==> src/rtl/alu_op_issuer.sv <==
// alu_op_issuer: issues one decoded operation at a time to the PE ALU,
// waits for its completion (or abandons it after a timeout) and returns the
// captured result, zero flag, tag and error code over a valid/ready channel.
//
//   state  | meaning
//   IDLE   | ready for a request; operands of the last op still on the ALU bus
//   EXEC   | operands driven to the ALU, waiting for complete or timeout
//   RESP   | response presented, waiting for the consumer to take it
module alu_op_issuer #(
  parameter int TAG_W       = 4,
  parameter int ALU_LATENCY = 1,
  parameter int TIMEOUT     = 15,
  parameter int CNT_W       = 16
) (
  input  logic             clk,
  input  logic             rst,
  input  logic             req_valid,
  output logic             req_ready,
  input  logic [31:0]      req_a,
  input  logic [31:0]      req_b,
  input  logic [4:0]       req_sel,
  input  logic [TAG_W-1:0] req_tag,
  output logic [31:0]      alu_a,
  output logic [31:0]      alu_b,
  output logic [4:0]       alu_sel,
  input  logic [31:0]      alu_result,
  input  logic             alu_zero,
  input  logic             alu_complete,
  output logic             resp_valid,
  input  logic             resp_ready,
  output logic [31:0]      resp_result,
  output logic             resp_zero,
  output logic [TAG_W-1:0] resp_tag,
  output logic [1:0]       resp_err,
  output logic             busy,
  output logic [CNT_W-1:0] ops_count
);

  localparam logic [1:0] S_IDLE = 2'd0;
  localparam logic [1:0] S_EXEC = 2'd1;
  localparam logic [1:0] S_RESP = 2'd2;

  // Cycle counter only needs to reach TIMEOUT; it never runs past it.
  localparam int TW = $clog2(TIMEOUT + 1);
  localparam logic [TW-1:0] LAT_C = TW'(ALU_LATENCY);
  localparam logic [TW-1:0] TMO_C = TW'(TIMEOUT);

  logic [1:0]       state;
  logic [TW-1:0]    cnt;
  logic [TAG_W-1:0] tag_q;
  logic [1:0]       err_q;
  logic [1:0]       err_pre;
  logic             accept;

  // req_ready is gated by rst so every output reads 0 while reset is held.
  assign req_ready  = (state == S_IDLE) && !rst;
  assign accept     = req_valid && req_ready;
  assign resp_valid = (state == S_RESP);
  assign busy       = (state != S_IDLE);

  // Classify the incoming op; illegal select outranks divide-by-zero.
  always_comb begin
    err_pre = 2'd0;
    if (req_sel > 5'b10011)
      err_pre = 2'd2;
    else if (req_sel == 5'b00011 && req_b == 32'd0)
      err_pre = 2'd1;
  end

  // Sequence one op: latch operands, wait for the ALU or time out, hand back.
  always_ff @(posedge clk or posedge rst) begin
    if (rst) begin
      state       <= S_IDLE;
      cnt         <= '0;
      tag_q       <= '0;
      err_q       <= 2'd0;
      alu_a       <= 32'd0;
      alu_b       <= 32'd0;
      alu_sel     <= 5'd0;
      resp_result <= 32'd0;
      resp_zero   <= 1'b0;
      resp_tag    <= '0;
      resp_err    <= 2'd0;
      ops_count   <= '0;
    end else begin
      case (state)
        S_IDLE: begin
          if (accept) begin
            alu_a   <= req_a;
            alu_b   <= req_b;
            alu_sel <= req_sel;
            tag_q   <= req_tag;
            err_q   <= err_pre;
            cnt     <= '0;
            state   <= S_EXEC;
          end
        end
        S_EXEC: begin
          if (cnt >= LAT_C && alu_complete) begin
            resp_result <= alu_result;
            resp_zero   <= alu_zero;
            resp_err    <= err_q;
            resp_tag    <= tag_q;
            state       <= S_RESP;
          end else if (cnt == TMO_C) begin
            // Timeout replaces whatever error was pre-computed.
            resp_result <= 32'hFFFF_FFFF;
            resp_zero   <= 1'b0;
            resp_err    <= 2'd3;
            resp_tag    <= tag_q;
            state       <= S_RESP;
          end else begin
            cnt <= cnt + 1'b1;
          end
        end
        S_RESP: begin
          if (resp_ready) begin
            ops_count <= ops_count + 1'b1;
            state     <= S_IDLE;
          end
        end
        default: state <= S_IDLE;
      endcase
    end
  end

endmodule
==> config.mk <==
export PLATFORM = sky130hd
export DESIGN_NAME = alu_op_issuer
export DESIGN_NICKNAME = d
export VERILOG_FILES = /design/src/rtl/alu_op_issuer.sv
export SDC_FILE = /design/constraint.sdc
export NUM_CORES = 1
export LEC_CHECK = 0
export BUFFER_PORTS_ARGS = -buffer_cell sky130_fd_sc_hd__buf_2
export CELL_PAD_IN_SITES_DETAIL_PLACEMENT = 1
export CELL_PAD_IN_SITES_GLOBAL_PLACEMENT = 1
export CORE_ASPECT_RATIO = 0.6
export CORE_UTILIZATION = 31
export DETAILED_ROUTE_END_ITERATION = 7
export GPL_ROUTABILITY_DRIVEN = 0
export PLACE_DENSITY_LB_ADDON = 0.2
export SETUP_SLACK_MARGIN = 0.15
export SLEW_MARGIN = 0
export SYNTH_ARGS = -nofsm -noshare
export SYNTH_HDL_FRONTEND = slang
export SYNTH_SLANG_ARGS = --single-unit
==> constraint.sdc <==
create_clock -name clk -period 3.7 [get_ports clk]
set_input_delay 0.37 -clock clk [delete_from_list [all_inputs] [get_ports clk]]
set_output_delay 0.37 -clock clk [all_outputs]
set_load 0.005 [all_outputs]
==> metrics.txt <==
Synth Register Bits=136; layout cells sized above 1=a little under two fifths; fin crit share=a little under two thirds; initial antenna violation count=0; worst hold path class=primary input to flop; area occupied by multi-input gates=1808 µm²; count of pins over their slew limit=0; num rows=36; RSZ-0062 raised after global routing=no; vias in the first global route=between 4,000 and 5,000; Layout area overhead=39.15%; H-tree lvl count=4; peak fanout along the critical path=40; final-report hold violation count=0; status=complete, no violations; synth top area cells=dfrtp_1 64%, nand2_1 16%, o22a_1 5.6%; Routed WL per cell=between 15 and 20 µm; DRT Pass-1 Iters=5; Fill cells=approximately 2,000; Post-CTS Setup Inserts=0; Initial Utilization=between 30 and 40%; setup_tns=0 ns; crit path capture type=flop; Critical-path top delay cell=and2_2; PortBufs=237; core box area=roughly 17,000 µm²; first-pass GRT wire length=25,740 µm; CTS Hold Bufs=0; CP Cell Sequence=inv_1 > ha_1 > or3b_4 > a22o_1 > and2_2 > mux2_4; Power Dens Cells=between 800 and 900 nW/µm²; syn_area_per_cell=between 10 and 15 µm²; final WL=around 16,000 µm; DIE AREA=~18,000 µm²; CTS Sinks=136; cts bufs inserted=17; Worst Clk Skew=~0.007 ns; # IOs=roughly 240; Worst-path clk slew=around 0.060 ns; Slew @ Worst Pin=0.9754 ns; clock buffer depth=2; VDD IR max=around 0.00030 V; Mapped Area=about 5300 µm²; critical path class=flop to flop; Distinct cells, synth=36; Worst slew margin=around a third; post-synthesis mux area share=1.732%; Finished Cell Area=about 7400 µm²; Root Buffer=clkbuf_16; Period minus WS final=approximately 2.4 ns; Antenna Cells=0; total track usage=between 10% and 20%; sequential area share after synthesis=63.66%; largest stage delay on the critical path=about 0.49 ns; drt via density=4.580; max cap viols=0; DRC=0; Skew-Pair Late Insertion Delay=0.42 ns; Post-Synth XOR/XNOR Area=about 2.5%; arrival time at the worst endpoint=2.65 ns; largest net degree at the start of global routing=46; chip height=a little over 100 µm; Placed Area=roughly 6800 µm²; CP startpoint kind=flop; Chip Width=approximately 170 µm; Setup violations, final=0; Pleak=about 4.0 nW; register area=around 3400 µm²; total gr overflow=0; nets=866; TritonCTS clock tree=built; FMAX=between 400 and 500 MHz; post-synthesis compound-gate area fraction=under 10%; CP Buf/Inv Count=1; largest family of logic cells by synthesized area=simple AND/OR/NAND/NOR gates; Net Count, Synth=approximately 630; HPWL after DPL=between 10,000 and 15,000 µm; Crit path max-delay family=simple AND/OR/NAND/NOR gates; synth warn=0; Syn Inst Count=between 500 and 600; Synth Area in Simple Gates=21.27%; share of Yosys cell area claimed by the top area cell type=63.66%; Vias=~4,500; Resized cells post-CTS=0; Required @ worst endpoint=between 3 and 4 ns; dominant cell type by area after synthesis=dfrtp_1; Routed Antenna Nets=0; Adder-Cell Fraction of Synth Area=less than 1%; DR iter-0 viols=about 220
-- power breakdown --
part / leakage (nW) / total, W / internal, W / switching, W
clock network: 0.325 / 0.00194 / 0.00127 / 0.000671
registers: 1.67 / 0.00256 / 0.00216 / 0.000399
logic: 1.99 / 0.00190 / 0.000915 / 0.000983
total: 3.98 / 0.00640 / 0.00435 / 0.00205
-- layout by cell type, fill, tap and decap left out, drive strengths merged, types with 9 or more instances in the layout --
master and n:
buf 244, nand2 226, dfrtp 136, o22a 34
clkbuf 18, xnor2 13, nand3 10, inv 9
-- logic make-up after synthesis --
kind of cell / count (synthesis)
multiplexers: 7
XOR/XNOR: 15
adder cells (fa/ha/maj): 4
flip-flops: 136
buffers and inverters: 35
AND/OR/NAND/NOR: 273
AO/OA/AOI/OAI: 46
-- worst register-to-register path, stage by stage (launching register included) --
cell and delay, ns:
dfrtp_1 0.40, inv_1 0.11, ha_1 0.16, or3b_4 0.40, a22o_1 0.27, and2_2 0.49, mux2_4 0.41
-- synth_stat cells, drive strengths merged --
| cell | instances |
|---|---|
| and2 | 5 |
| or2 | 1 |
| a21o | 2 |
| clkbuf | 20 |
| a211oi | 1 |
| nor4bb | 1 |
| mux2 | 6 |
| a31oi | 1 |
| o22ai | 1 |
| o211ai | 1 |
| nand2b | 1 |
| a22o | 1 |
| nand2 | 226 |
| xnor2 | 13 |
| nor4 | 6 |
| or4 | 3 |
| ha | 4 |
| o22a | 34 |
| and3 | 6 |
| nor2 | 2 |
| o21ai | 4 |
| and4b | 1 |
| xor2 | 2 |
| dfrtp | 136 |
| buf | 8 |
| nor3 | 3 |
| mux2i | 1 |
| or3b | 1 |
| nor2b | 2 |
| nand4 | 5 |
| nand3 | 10 |
| inv | 7 |
| a311oi | 1 |
-- cell type report --
| cell class | count | share of cell area (%) |
|---|---|---|
| tap | 228 | 3.835 |
| timing repair buffer | 244 | 16.65 |
| clock buffer | 18 | 5.769 |
| inverter | 7 | 0.4036 |
| clock inverter | 14 | 3.296 |
| sequential | 136 | 45.74 |
| multi-input combinational | 345 | 24.30 |
-- metal layers --
metal	share of wire [%]	wire (µm)	global-route usage [%]	up-vias
met2	44	7081	28.83	169
met4	0.97	154	4.974	0
li1	-	-	-	2168
met1	44	7099	24.14	2194
met5	0	0	0	-
met3	10	1619	8.139	12
-- per-stage QoR --
| stage | power, W | util (%) | hold slack, ns | setup slack (ns) | std cells |
|---|---|---|---|---|---|
| 6_report | 0.006399 | 45.00 | 0.1397 | 1.339 | 992 |
| 5_1_grt | 0.006876 | 45.00 | 0.1330 | 1.133 | 992 |
| 4_1_cts | 0.006515 | 45.00 | 0.1236 | 1.319 | 992 |
| 3_5_place_dp | 0.004524 | 40.92 | 0.4579 | 1.336 | 960 |
| 3_3_place_gp | 0.004416 | 40.92 | 0.4529 | 1.422 | 960 |
| 2_1_floorplan | 0.003479 | - | 0.4459 | 1.637 | 516 |
-- registers in the layout, indices dropped and copies added, names as in the netlist --
register	flops
alu_sel	5
resp_tag	4
err_q	2
resp_result	32
alu_a	32
tag_q	4
alu_b	32
state	2
cnt	4
resp_zero	1
resp_err	2
ops_count	16
-- path summary, 6_finish.rpt --
| kind | from | to | slack [ns] | cells past startpoint |
|---|---|---|---|---|
| setup / recovery | cnt[1] | resp_tag[2] | 1.34 | 6 |
| hold / removal | req_a[21] | alu_a[21] | 0.14 | 3 |
| setup reg to reg | cnt[1] | resp_tag[2] | 1.34 | 6 |
| hold reg to reg | alu_a[8] | alu_a[8] | 0.47 | 2 |
| max in group asynchronous | rst | resp_result[8] | 2.55 | 3 |
| min in group asynchronous | rst | alu_b[18] | 0.16 | 2 |
Note: power is estimated with default switching activity, not from simulation.
